--- src/rtl/uart_rx.sv ---
// UART receiver: 1 start, 8 data bits LSB first, 1 stop, one-entry valid/ready holding register.
// Define UART_RX_SYNC_EN to pass rx through a 2-flop synchroniser (adds 2 cycles of latency).
module uart_rx #(
    parameter int CLKS_PER_BIT = 1,
    parameter int HALF_BIT     = CLKS_PER_BIT / 2
) (
    input  logic       clk,
    input  logic       rst_n,
    input  logic       rx,
    output logic [7:0] data_out,
    output logic       valid,
    input  logic       ready,
    output logic       busy,
    output logic       framing_err,
    output logic       overrun,
    output logic [2:0] state_dbg
);

    typedef enum logic [2:0] {
        IDLE  = 3'd0,
        START = 3'd1,
        DATA  = 3'd2,
        STOP  = 3'd3,
        BRK   = 3'd4
    } state_t;

    localparam logic [7:0] BIT_LAST  = 8'(CLKS_PER_BIT - 1);
    localparam logic [7:0] HALF_LAST = 8'((HALF_BIT > 0) ? HALF_BIT - 1 : 0);

    state_t     state_q, state_d;
    logic [7:0] clk_cnt;
    logic [2:0] bit_cnt;
    logic [7:0] shreg;
    logic       rxs;
    logic       tick, byte_done, frame_bad;

`ifdef UART_RX_SYNC_EN
    logic [1:0] sync_q;
    always_ff @(posedge clk or negedge rst_n) begin
        if (!rst_n) sync_q <= 2'b11;
        else        sync_q <= {sync_q[0], rx};
    end
    assign rxs = sync_q[1];
`else
    assign rxs = rx;
`endif

    always_ff @(posedge clk or negedge rst_n) begin
        if (!rst_n) state_q <= IDLE;
        else        state_q <= state_d;
    end

    always_comb begin
        state_d   = state_q;
        tick      = 1'b0;
        byte_done = 1'b0;
        frame_bad = 1'b0;
        unique case (state_q)
            IDLE: begin
                // At one clock per bit the start bit is confirmed by the very sample that sees it.
                if (!rxs) begin
                    if (CLKS_PER_BIT == 1) state_d = DATA;
                    else                   state_d = START;
                end
            end
            START: begin
                if (clk_cnt == HALF_LAST) begin
                    tick = 1'b1;
                    if (rxs) state_d = IDLE;
                    else     state_d = DATA;
                end
            end
            DATA: begin
                if (clk_cnt == BIT_LAST) begin
                    tick = 1'b1;
                    if (bit_cnt == 3'd7) state_d = STOP;
                end
            end
            STOP: begin
                if (clk_cnt == BIT_LAST) begin
                    tick = 1'b1;
                    if (rxs) begin
                        byte_done = 1'b1;
                        state_d   = IDLE;
                    end else begin
                        frame_bad = 1'b1;
                        state_d   = BRK;
                    end
                end
            end
            BRK: begin
                if (rxs) state_d = IDLE;
            end
            default: state_d = IDLE;
        endcase
    end

    always_comb begin
        busy      = (state_q != IDLE);
        state_dbg = state_q;
    end

    always_ff @(posedge clk or negedge rst_n) begin
        if (!rst_n) begin
            clk_cnt <= 8'd0;
            bit_cnt <= 3'd0;
            shreg   <= 8'd0;
        end else begin
            if (state_q == IDLE || state_q == BRK) begin
                clk_cnt <= 8'd0;
                bit_cnt <= 3'd0;
            end else if (tick) begin
                clk_cnt <= 8'd0;
            end else begin
                clk_cnt <= clk_cnt + 8'd1;
            end
            if (state_q == DATA && tick) begin
                shreg[bit_cnt] <= rxs;
                bit_cnt        <= bit_cnt + 3'd1;
            end
        end
    end

    // Handshake: a byte transfers on any edge with valid && ready; valid never drops without
    // that transfer, and data_out only changes when a completed byte is loaded. A byte that
    // completes on the transfer edge replaces the outgoing one; otherwise a full register drops it.
    always_ff @(posedge clk or negedge rst_n) begin
        if (!rst_n) begin
            data_out    <= 8'h00;
            valid       <= 1'b0;
            framing_err <= 1'b0;
            overrun     <= 1'b0;
        end else begin
            framing_err <= frame_bad;
            overrun     <= byte_done && valid && !ready;
            if (byte_done && (!valid || ready)) begin
                data_out <= shreg;
                valid    <= 1'b1;
            end else if (valid && ready) begin
                valid <= 1'b0;
            end
        end
    end

endmodule

--- config.mk ---
export PLATFORM = sky130hd
export DESIGN_NAME = uart_rx
export DESIGN_NICKNAME = d
export VERILOG_FILES = /design/src/rtl/uart_rx.sv
export SDC_FILE = /design/constraint.sdc
export NUM_CORES = 1
export LEC_CHECK = 0
export ABC_AREA = 1
export CAP_MARGIN = 5
export CORE_UTILIZATION = 35
export DETAILED_ROUTE_END_ITERATION = 16
export HOLD_SLACK_MARGIN = 0.08
export SYNTH_ARGS = -nofsm -noshare
export SYNTH_HDL_FRONTEND = slang
export SYNTH_SLANG_ARGS = --single-unit
export TNS_END_PERCENT = 10
--- constraint.sdc ---
create_clock -name clk -period 4.14 [get_ports clk]
set_input_delay 1.035 -clock clk [delete_from_list [all_inputs] [get_ports clk]]
set_output_delay 1.035 -clock clk [all_outputs]
set_load 0.01 [all_outputs]
==> impl_metrics.toml, run 1 <==
[outcome]
outcome = "complete, but fails checks"
violations = "design-rule violations"

[clock_tree]
postCtsSetupBuffers = 0
cts.sinks = 33
clockBufferDepth = 2
ctsResizeCount = 0
cts_tree = "done"
postCtsHoldBufs = 0
cts.htree.levels = 2
path_clk_slew_ns = 0.07
cts_root_buf = "clkbuf_8"
cts_buffers = 5
clk_latency_ns = 0.28

[synth]
async_flop_share_pct = 100
syn_area_mm2 = 0.00168
syn_area_per_cell_um2 = 8.27
synthTopCellsByArea = "dfrtp_1 49%, nand2_1 11%, inv_1 6.7%, nor2_1 5.8%, o21ai_2 4.2%"
yosysWarningCount = 0
ys_seq_elements = 33
yosys.cell_types.count = 22
syn-num-nets = 211
yosys.area.top_type = "dfrtp_1"
synth_top_area_share_pct = 49.2
syn_inst = 203
ys_seq_area_share_pct = 49.2
synth_edf_count = 0
dominantRegCellSynth = "dfrtp_1"

[routing]
post_drt_wl_per_cell_um = 11.3
ant_nets = 0
drt_wl_total_mm = 3.15
vias_per_cell = 4.65
via_count = 1303
drt_pass1_iterations = 10
drc_errors = 1
drt_iter0_markers = 60

[floorplanning]
die_w_um = 71.3
initial_core_util_pct = 37.5
rows = 24
fp.dieArea_mm2 = 0.00508
die_h_um = 71.3
io_pins = 19
coreArea_mm2 = 0.00447

[global_routing]
antenna_found_initial = 0
grt_pass1_wl_mm = 5.68
grt_pass1_vias = 1253
grt_use_total_pct = 14.6
grt_overflow = 0
grt_max_degree = 34

[layout]
drive_above_1_share_pct = 11.0
fin_nets = 235
fillCellCount = 458
final_cell_mix = "49 x nand2_1, 33 x dfrtp_1, 30 x inv_1, 26 x nor2_1, 18 x clkdlybuf4s50_1"
utilization_pct = 44.7
area_growth_pct = 19.2
final_common_cell = "nand2_1"
n_antenna_cell = 0

[pwr]
powerDensity_mw_per_mm2 = 653
peakVddDrop_mv = 0.335
p_leak_nw = 1.05
power_w = 0.00131

[critical_path]
endpoint_kind = "primary output"
path_class = "flop to primary output"
crit_arrival_ns = 1.91
cp-start-kind = "flop"
crit_required_ns = 3.11
cp_max_fo = 11

[sta]
period_share_pct = 71.1
skew_ns = 0.00789
setup_viol = 0
slew_headroom_pct = 53.4
slew_violations = 0
worst-slew-pin-transition_ns = 0.696
hold_ws_ns = 0.484
fin_tns_setup_ns = 0
hold_viol = 0
rsz0062_at_grt = "false"
fmax_ghz = 0.340
min_period_ns = 2.94

[placed_design]
hpwlAfterDp_mm = 2.28
routabilityCongestion = 0.843
port_buffers = 18

[min_path]
hp-class = "flop to flop"

[run]
cap_violations = 0
-- final cells by class --
class | instances | area [µm²] | area share, %
clock inverters | 3 | 17.5 | 0.875
well taps | 52 | 65.1 | 3.25
inverters | 31 | 116 | 5.81
flip-flops and latches | 33 | 826 | 41.3
clock buffers | 5 | 68.8 | 3.44
multi-input cells | 137 | 721 | 36.0
repair buffers | 19 | 188 | 9.38
-- Yosys cell counts, types with 4 or more instances --
cell	count
nand2_1	49
o21ai_2	8
nand4_1	10
dfrtp_1	33
nor2_1	26
nand3_1	13
o21ai_0	9
inv_1	30
ha_1	4
-- per-layer routing --
metal  share of wire (%)  global-route usage [%]
met4                 2.2                    8.00
met5                   0                       0
met1                  55                    20.9
met3                 3.5                    3.66
met2                  40                    20.2
-- cell families (layout without fill, tap and decap cells) --
logic type	Yosys count	after routing	share of synthesized area, %
AND/OR/NAND/NOR	111	111	30.8
flip-flops	33	33	49.2
buffers and inverters	33	58	7.90
AO/OA/AOI/OAI	19	19	7.60
adder cells (fa/ha/maj)	4	4	2.98
XOR/XNOR	3	3	1.57
-- registers in the layout (all words and copies together) (netlist names) --
name	flops
bit_cnt	3
state_dbg	3
data_out	8
valid	1
shreg	8
clk_cnt	8
overrun	1
framing_err	1
-- worst paths after layout --
kind	startpoint	to	slack, ns	depth (start not counted)
worst max register to register	state_dbg[1]	state_dbg[1]	2.40	6
max in group asynchronous	rst_n	data_out[3]	2.68	2
worst max-delay path	state_dbg[1]	busy	1.20	3
worst min-delay path	data_out[7]	data_out[7]	0.48	2
min in group asynchronous	rst_n	clk_cnt[7]	1.14	2
worst min register to register	data_out[7]	data_out[7]	0.48	2
-- critical path, cell delays in order, from the launching register on --
cell             delay, ns
dfrtp_1               0.44
nor2_1                0.56
nand2_1               0.11
clkdlybuf4s50_1       0.51
-- per-stage QoR --
stage | cell area, µm² | setup slack, ns | std cells
detailed placement | 1920 | 1.52 | 272
global placement | 1920 | 1.55 | 272
floorplan | 1680 | 2.21 | 203
finish | 2000 | 1.20 | 280
CTS | 2000 | 1.19 | 280
global route | 2000 | 1.09 | 280
-- where the power goes --
group / internal, W / switching, W
clock: 0.000116 / 0.000118
sequential: 0.000422 / 0.0000717
combinational: 0.000244 / 0.000335
No activity file was read; power rests on OpenSTA's default activity.
==> run 2: changes to the inputs <==
==> constraint.sdc (replaced) <==
create_clock -name clk -period 3.02 [get_ports clk]
set_input_delay 0.755 -clock clk [delete_from_list [all_inputs] [get_ports clk]]
set_output_delay 0.755 -clock clk [all_outputs]
set_load 0.01 [all_outputs]
==> run 2 against run 1 <==
The run still ends with design-rule violations left. Clock power rose by 110%. Critical path depth is the same. Sequential share of layout area shrank 1.1 points. Hold slack worse by 0.0018 ns. Clock skew increased by 0.0033 ns. Count of clock-buffer cells in the layout unchanged. Global-route usage fell by 0.26 points. Critical path type unchanged.
==> impl_metrics.toml, run 2 (synthesis results as in run 1) <==
[layout]
final_common_cell = "nand2_1"
final_area_mm2 = 0.00206
seq_area_um2 = 826
fillCellCount = 434
multi_input_area_um2 = 721
final_cell_mix = "49 x nand2_1, 33 x dfrtp_1, 30 x inv_1, 26 x nor2_1, 18 x clkdlybuf4s50_1"
utilization_pct = 46.0
n_antenna_cell = 0
fin_nets = 236
drive_above_1_share_pct = 11.4
area_growth_pct = 22.5
reg.largest.list = "clk_cnt: 8 flops, data_out: 8 flops, shreg: 8 flops"

[critical_path]
r2r_cells = 7
critPathTopFamily = "buffers and inverters"
crit_cells = 3
cp_max_fo = 6
endpoint_kind = "primary output"
cp-start-kind = "flop"
cpPeakStageDelay_ns = 0.53
startpoint = "state_dbg[2]"
crit_arrival_ns = 1.49
critical_path.cell_chain = "inv_1 -> nand2_1 -> clkdlybuf4s50_1"
ff2ff_setup_slack_ns = 1.37
path_class = "flop to primary output"
crit_required_ns = 2.26
endpoint = "busy"
critPathBufInv = 2
regToRegStartpoint = "state_dbg[1]"
cp_slowest_cell = "clkdlybuf4s50_1"
reg2reg_to = "bit_cnt[2]"

[clock_tree]
ctsResizeCount = 0
clockBufferDepth = 2
cts.sinks = 33
cts_buffers = 5
path_clk_slew_ns = 0.07
clk_latency_ns = 0.29
postCtsSetupBuffers = 0
postCtsHoldBufs = 0
cts_tree = "done"
cts_root_buf = "clkbuf_8"
cts.htree.levels = 2

[global_routing]
grt_pass1_wl_mm = 5.62
grt_pass1_vias = 1203
grt_overflow = 0
grt_max_degree = 34
grt_use_total_pct = 14.4
antenna_found_initial = 0

[floorplanning]
io_pins = 19
rows = 24
coreArea_mm2 = 0.00447
die_w_um = 71.3
initial_core_util_pct = 37.5
die_h_um = 71.3
fp.dieArea_mm2 = 0.00508

[sta]
fin_tns_setup_ns = 0
slew_headroom_pct = 72.3
min_period_ns = 2.25
setup_viol = 0
skew_ns = 0.0112
slew_violations = 0
worst-slew-pin-transition_ns = 0.415
fmax_ghz = 0.445
rsz0062_at_grt = "false"
hold_viol = 0
period_share_pct = 74.5

[routing]
drt_iter0_markers = 118
post_drt_wl_per_cell_um = 11.4
vias_per_cell = 4.67
drt_pass1_iterations = 11
drc_errors = 1
via_count = 1313
ant_nets = 0
drt_wl_total_mm = 3.20

[outcome]
violations = "design-rule violations"
outcome = "complete, but fails checks"

[pwr]
powerDensity_mw_per_mm2 = 966
peakVddDrop_mv = 0.427
p_leak_nw = 1.08

[placed_design]
port_buffers = 18
routabilityCongestion = 0.801
hpwlAfterDp_mm = 2.23
placedInstanceArea_mm2 = 0.00192

[run]
cap_violations = 0

[min_path]
hp-start = "data_out[7]"
hp-class = "flop to flop"
==> run 2: cell count changes in the layout (fill, tap and decap cells not counted) <==
cell / before / now
clkinv_2: 2 / 1
clkinvlp_4: 1 / 0
buf_4: 1 / 2
bufinv_16: 0 / 2
==> run 2: worst min-delay path by stage <==
stage,slack (ns),cells after the start,to
final,0.48,2,data_out[7]
after global routing,0.51,2,data_out[3]
after global placement,0.47,2,data_out[7]
after CTS,0.49,2,data_out[7]
after detailed placement,0.47,2,data_out[7]
after floorplan,0.45,1,clk_cnt[0]
==> run 2: layout make-up <==
class                      instances  share of cell area (%)
multi-input combinational        137                    35.0
tap                               52                    3.16
timing repair buffer              20                    9.49
inverter                          31                    5.66
sequential                        33                    40.1
clock buffer                       5                    3.35
clock inverter                     3                    3.16
==> run 2: power by group <==
| part | switching [W] | leakage [nW] | internal, W |
|---|---|---|---|
| registers | 0.0000989 | 0.409 | 0.000579 |
| clock network | 0.000169 | 0.0681 | 0.000328 |
| logic | 0.000468 | 0.606 | 0.000344 |
==> run 2: layer usage <==
layer / vias up / global-route usage, % / part of all wire (%)
li1: 697 / - / -
met1: 570 / 21.0 / 53
met2: 38 / 18.9 / 38
met3: 8 / 4.08 / 5.8
met4: 0 / 7.78 / 2.7
met5: - / 0 / 0
==> run 2: metrics by stage <==
step	power, W	setup slack (ns)	instances	hold slack (ns)
after floorplan	0.00120	1.37	203	0.453
after global placement	0.00149	0.908	273	0.465
after detailed placement	0.00150	0.905	273	0.468
final	0.00199	0.771	281	0.482
after CTS	0.00200	0.752	281	0.487
after global routing	0.00214	0.700	281	0.511
==> run 2: worst reg2reg max path: stages (launching register included) <==
cell	delay, ns
dfrtp_1	0.47
nor2_1	0.09
buf_4	0.19
nor2_2	0.32
nand2_1	0.16
nor2_1	0.21
nand2_1	0.07
nand2_1	0.08
==> run 3: changes to the inputs <==
==> constraint.sdc (replaced) <==
create_clock -name clk -period 2.1 [get_ports clk]
set_input_delay 0.525 -clock clk [delete_from_list [all_inputs] [get_ports clk]]
set_output_delay 0.525 -clock clk [all_outputs]
set_load 0.01 [all_outputs]
==> run 3 against run 2 <==
Wire length is 1.0% lower. Cell count rose by 0.71%. The run still ends with design-rule violations left. Global-route usage increased by 0.078 points. Hold slack better by 0.0010 ns. Sequential power increased by 43%. Flip-flop and latch count unchanged. Die area unchanged. Register-to-register slack worse by 0.92 ns. Worst setup slack got worse by 0.60 ns. Clock power is 43% higher. Critical path type unchanged. Combinational power grew 45%.
==> impl_metrics.toml, run 3 (synthesis results as in run 1) <==
[sta]
worst-slew-pin-transition_ns = 0.414
slew_headroom_pct = 72.4
period_share_pct = 92.0
setup_viol = 0
fin_tns_setup_ns = 0
rsz0062_at_grt = "false"
hold_ws_ns = 0.483
hold_viol = 0
fmax_ghz = 0.518
skew_ns = 0.00610
slew_violations = 0
min_period_ns = 1.93

[clock_tree]
clk_latency_ns = 0.29
cts_tree = "done"
clockBufferDepth = 2
postCtsSetupBuffers = 0
postCtsHoldBufs = 0
cts.htree.levels = 2
path_clk_slew_ns = 0.07
cts.sinks = 33
ctsResizeCount = 0
cts_buffers = 5
cts_root_buf = "clkbuf_8"

[critical_path]
endpoint = "busy"
reg2reg_to = "data_out[7]"
cp_max_fo = 7
critPathTopFamily = "buffers and inverters"
crit_required_ns = 1.57
startpoint = "state_dbg[1]"
critPathBufInv = 1
regToRegStartpoint = "clk_cnt[0]"
ff2ff_setup_slack_ns = 0.45
endpoint_kind = "primary output"
cpPeakStageDelay_ns = 0.47
r2r_cells = 7
path_class = "flop to primary output"
crit_cells = 3
critical_path.cell_chain = "nor2_1 -> nand2_1 -> clkdlybuf4s50_1"
crit_arrival_ns = 1.41
cp-start-kind = "flop"
cp_slowest_cell = "clkdlybuf4s50_1"

[layout]
area_growth_pct = 23.4
n_antenna_cell = 0
fin_nets = 238
drive_above_1_share_pct = 12.1
final_common_cell = "nand2_1"
final_cell_mix = "49 x nand2_1, 33 x dfrtp_1, 30 x inv_1, 26 x nor2_1, 18 x clkdlybuf4s50_1"
reg.largest.list = "clk_cnt: 8 flops, data_out: 8 flops, shreg: 8 flops"

[pwr]
p_seq_share_pct = 33.9
power.switching_w = 0.00105
p_clk_share_pct = 24.9
peakVddDrop_mv = 0.761
powerDensity_mw_per_mm2 = 1380
switching_share_pct = 36.9
pwr-share-comb_pct = 41.2
p_leak_nw = 1.09
intPower_w = 0.00181

[floorplanning]
rows = 24
io_pins = 19
initial_core_util_pct = 37.5
die_h_um = 71.3
die_w_um = 71.3
coreArea_mm2 = 0.00447
fp.dieArea_mm2 = 0.00508

[global_routing]
grt_overflow = 0
antenna_found_initial = 0
grt_pass1_vias = 1260
grt_max_degree = 34
grt_use_total_pct = 14.4
grt_pass1_wl_mm = 5.62

[routing]
drt_pass1_iterations = 10
drc_errors = 1
ant_nets = 0
via_count = 1336
post_drt_wl_per_cell_um = 11.2
vias_per_cell = 4.72
drt_iter0_markers = 69
drt_wl_total_mm = 3.17

[min_path]
hp-class = "flop to flop"

[placed_design]
routabilityCongestion = 0.823
port_buffers = 18
hpwlAfterDp_mm = 2.24

[outcome]
outcome = "complete, but fails checks"
violations = "design-rule violations"

[run]
cap_violations = 0
==> run 3: cell count changes in the layout (fill, tap and decap cells not counted) <==
cell   previous run  this run
buf_4             2         4
==> run 3: power groups by stage <==
stage          sequential [W]  clock (W)  combinational, W
5_1_grt              0.000995   0.000753           0.00134
2_1_floorplan         0.00102          0          0.000707
6_report             0.000969   0.000713           0.00118
3_3_place_gp         0.000982          0           0.00116
3_5_place_dp         0.000979          0           0.00118
4_1_cts              0.000969   0.000726           0.00119
==> run 3: how the worst min path moves through the flow <==
stage,slack (ns),from,depth (start not counted),end
after floorplan,0.23,rst_n,0,bit_cnt[0]
after global placement,0.47,data_out[5],2,data_out[5]
after detailed placement,0.47,data_out[1],2,data_out[1]
after CTS,0.49,data_out[1],2,data_out[1]
after global routing,0.51,data_out[0],2,data_out[0]
final,0.48,data_out[3],2,data_out[3]
==> run 3: metrics by stage <==
| stage | area, µm² | util (%) | setup slack (ns) | power (W) | cells |
|---|---|---|---|---|---|
| after floorplan | 1680 | - | 0.677 | 0.00172 | 203 |
| after global placement | 1940 | 43.3 | 0.263 | 0.00214 | 275 |
| after detailed placement | 1940 | 43.3 | 0.258 | 0.00216 | 275 |
| after CTS | 2070 | 46.3 | 0.153 | 0.00288 | 283 |
| after global routing | 2070 | 46.3 | 0.0790 | 0.00309 | 283 |
| final | 2070 | 46.3 | 0.168 | 0.00286 | 283 |
==> run 3: layout make-up <==
class | count | area [µm²]
Clock buffer | 5 | 68.8
Timing Repair Buffer | 22 | 210
Fill cell | 439 | 2400
Tap cell | 52 | 65.1
Sequential cell | 33 | 826
Clock inverter | 3 | 65.1
Inverter | 31 | 116
Multi-Input combinational cell | 137 | 721
==> run 3: per-layer routing <==
layer | share of wire, % | wire, µm | GRT usage, %
met5 | 0 | 0 | 0
met4 | 2.0 | 62 | 6.67
met3 | 4.9 | 156 | 4.78
met2 | 42 | 1330 | 22.0
met1 | 51 | 1620 | 18.6
==> run 3: tightest hold or removal path, stage by stage, from the launching register on <==
cell     delay [ns]
dfrtp_1        0.34
nand2_1        0.06
o21ai_2        0.05
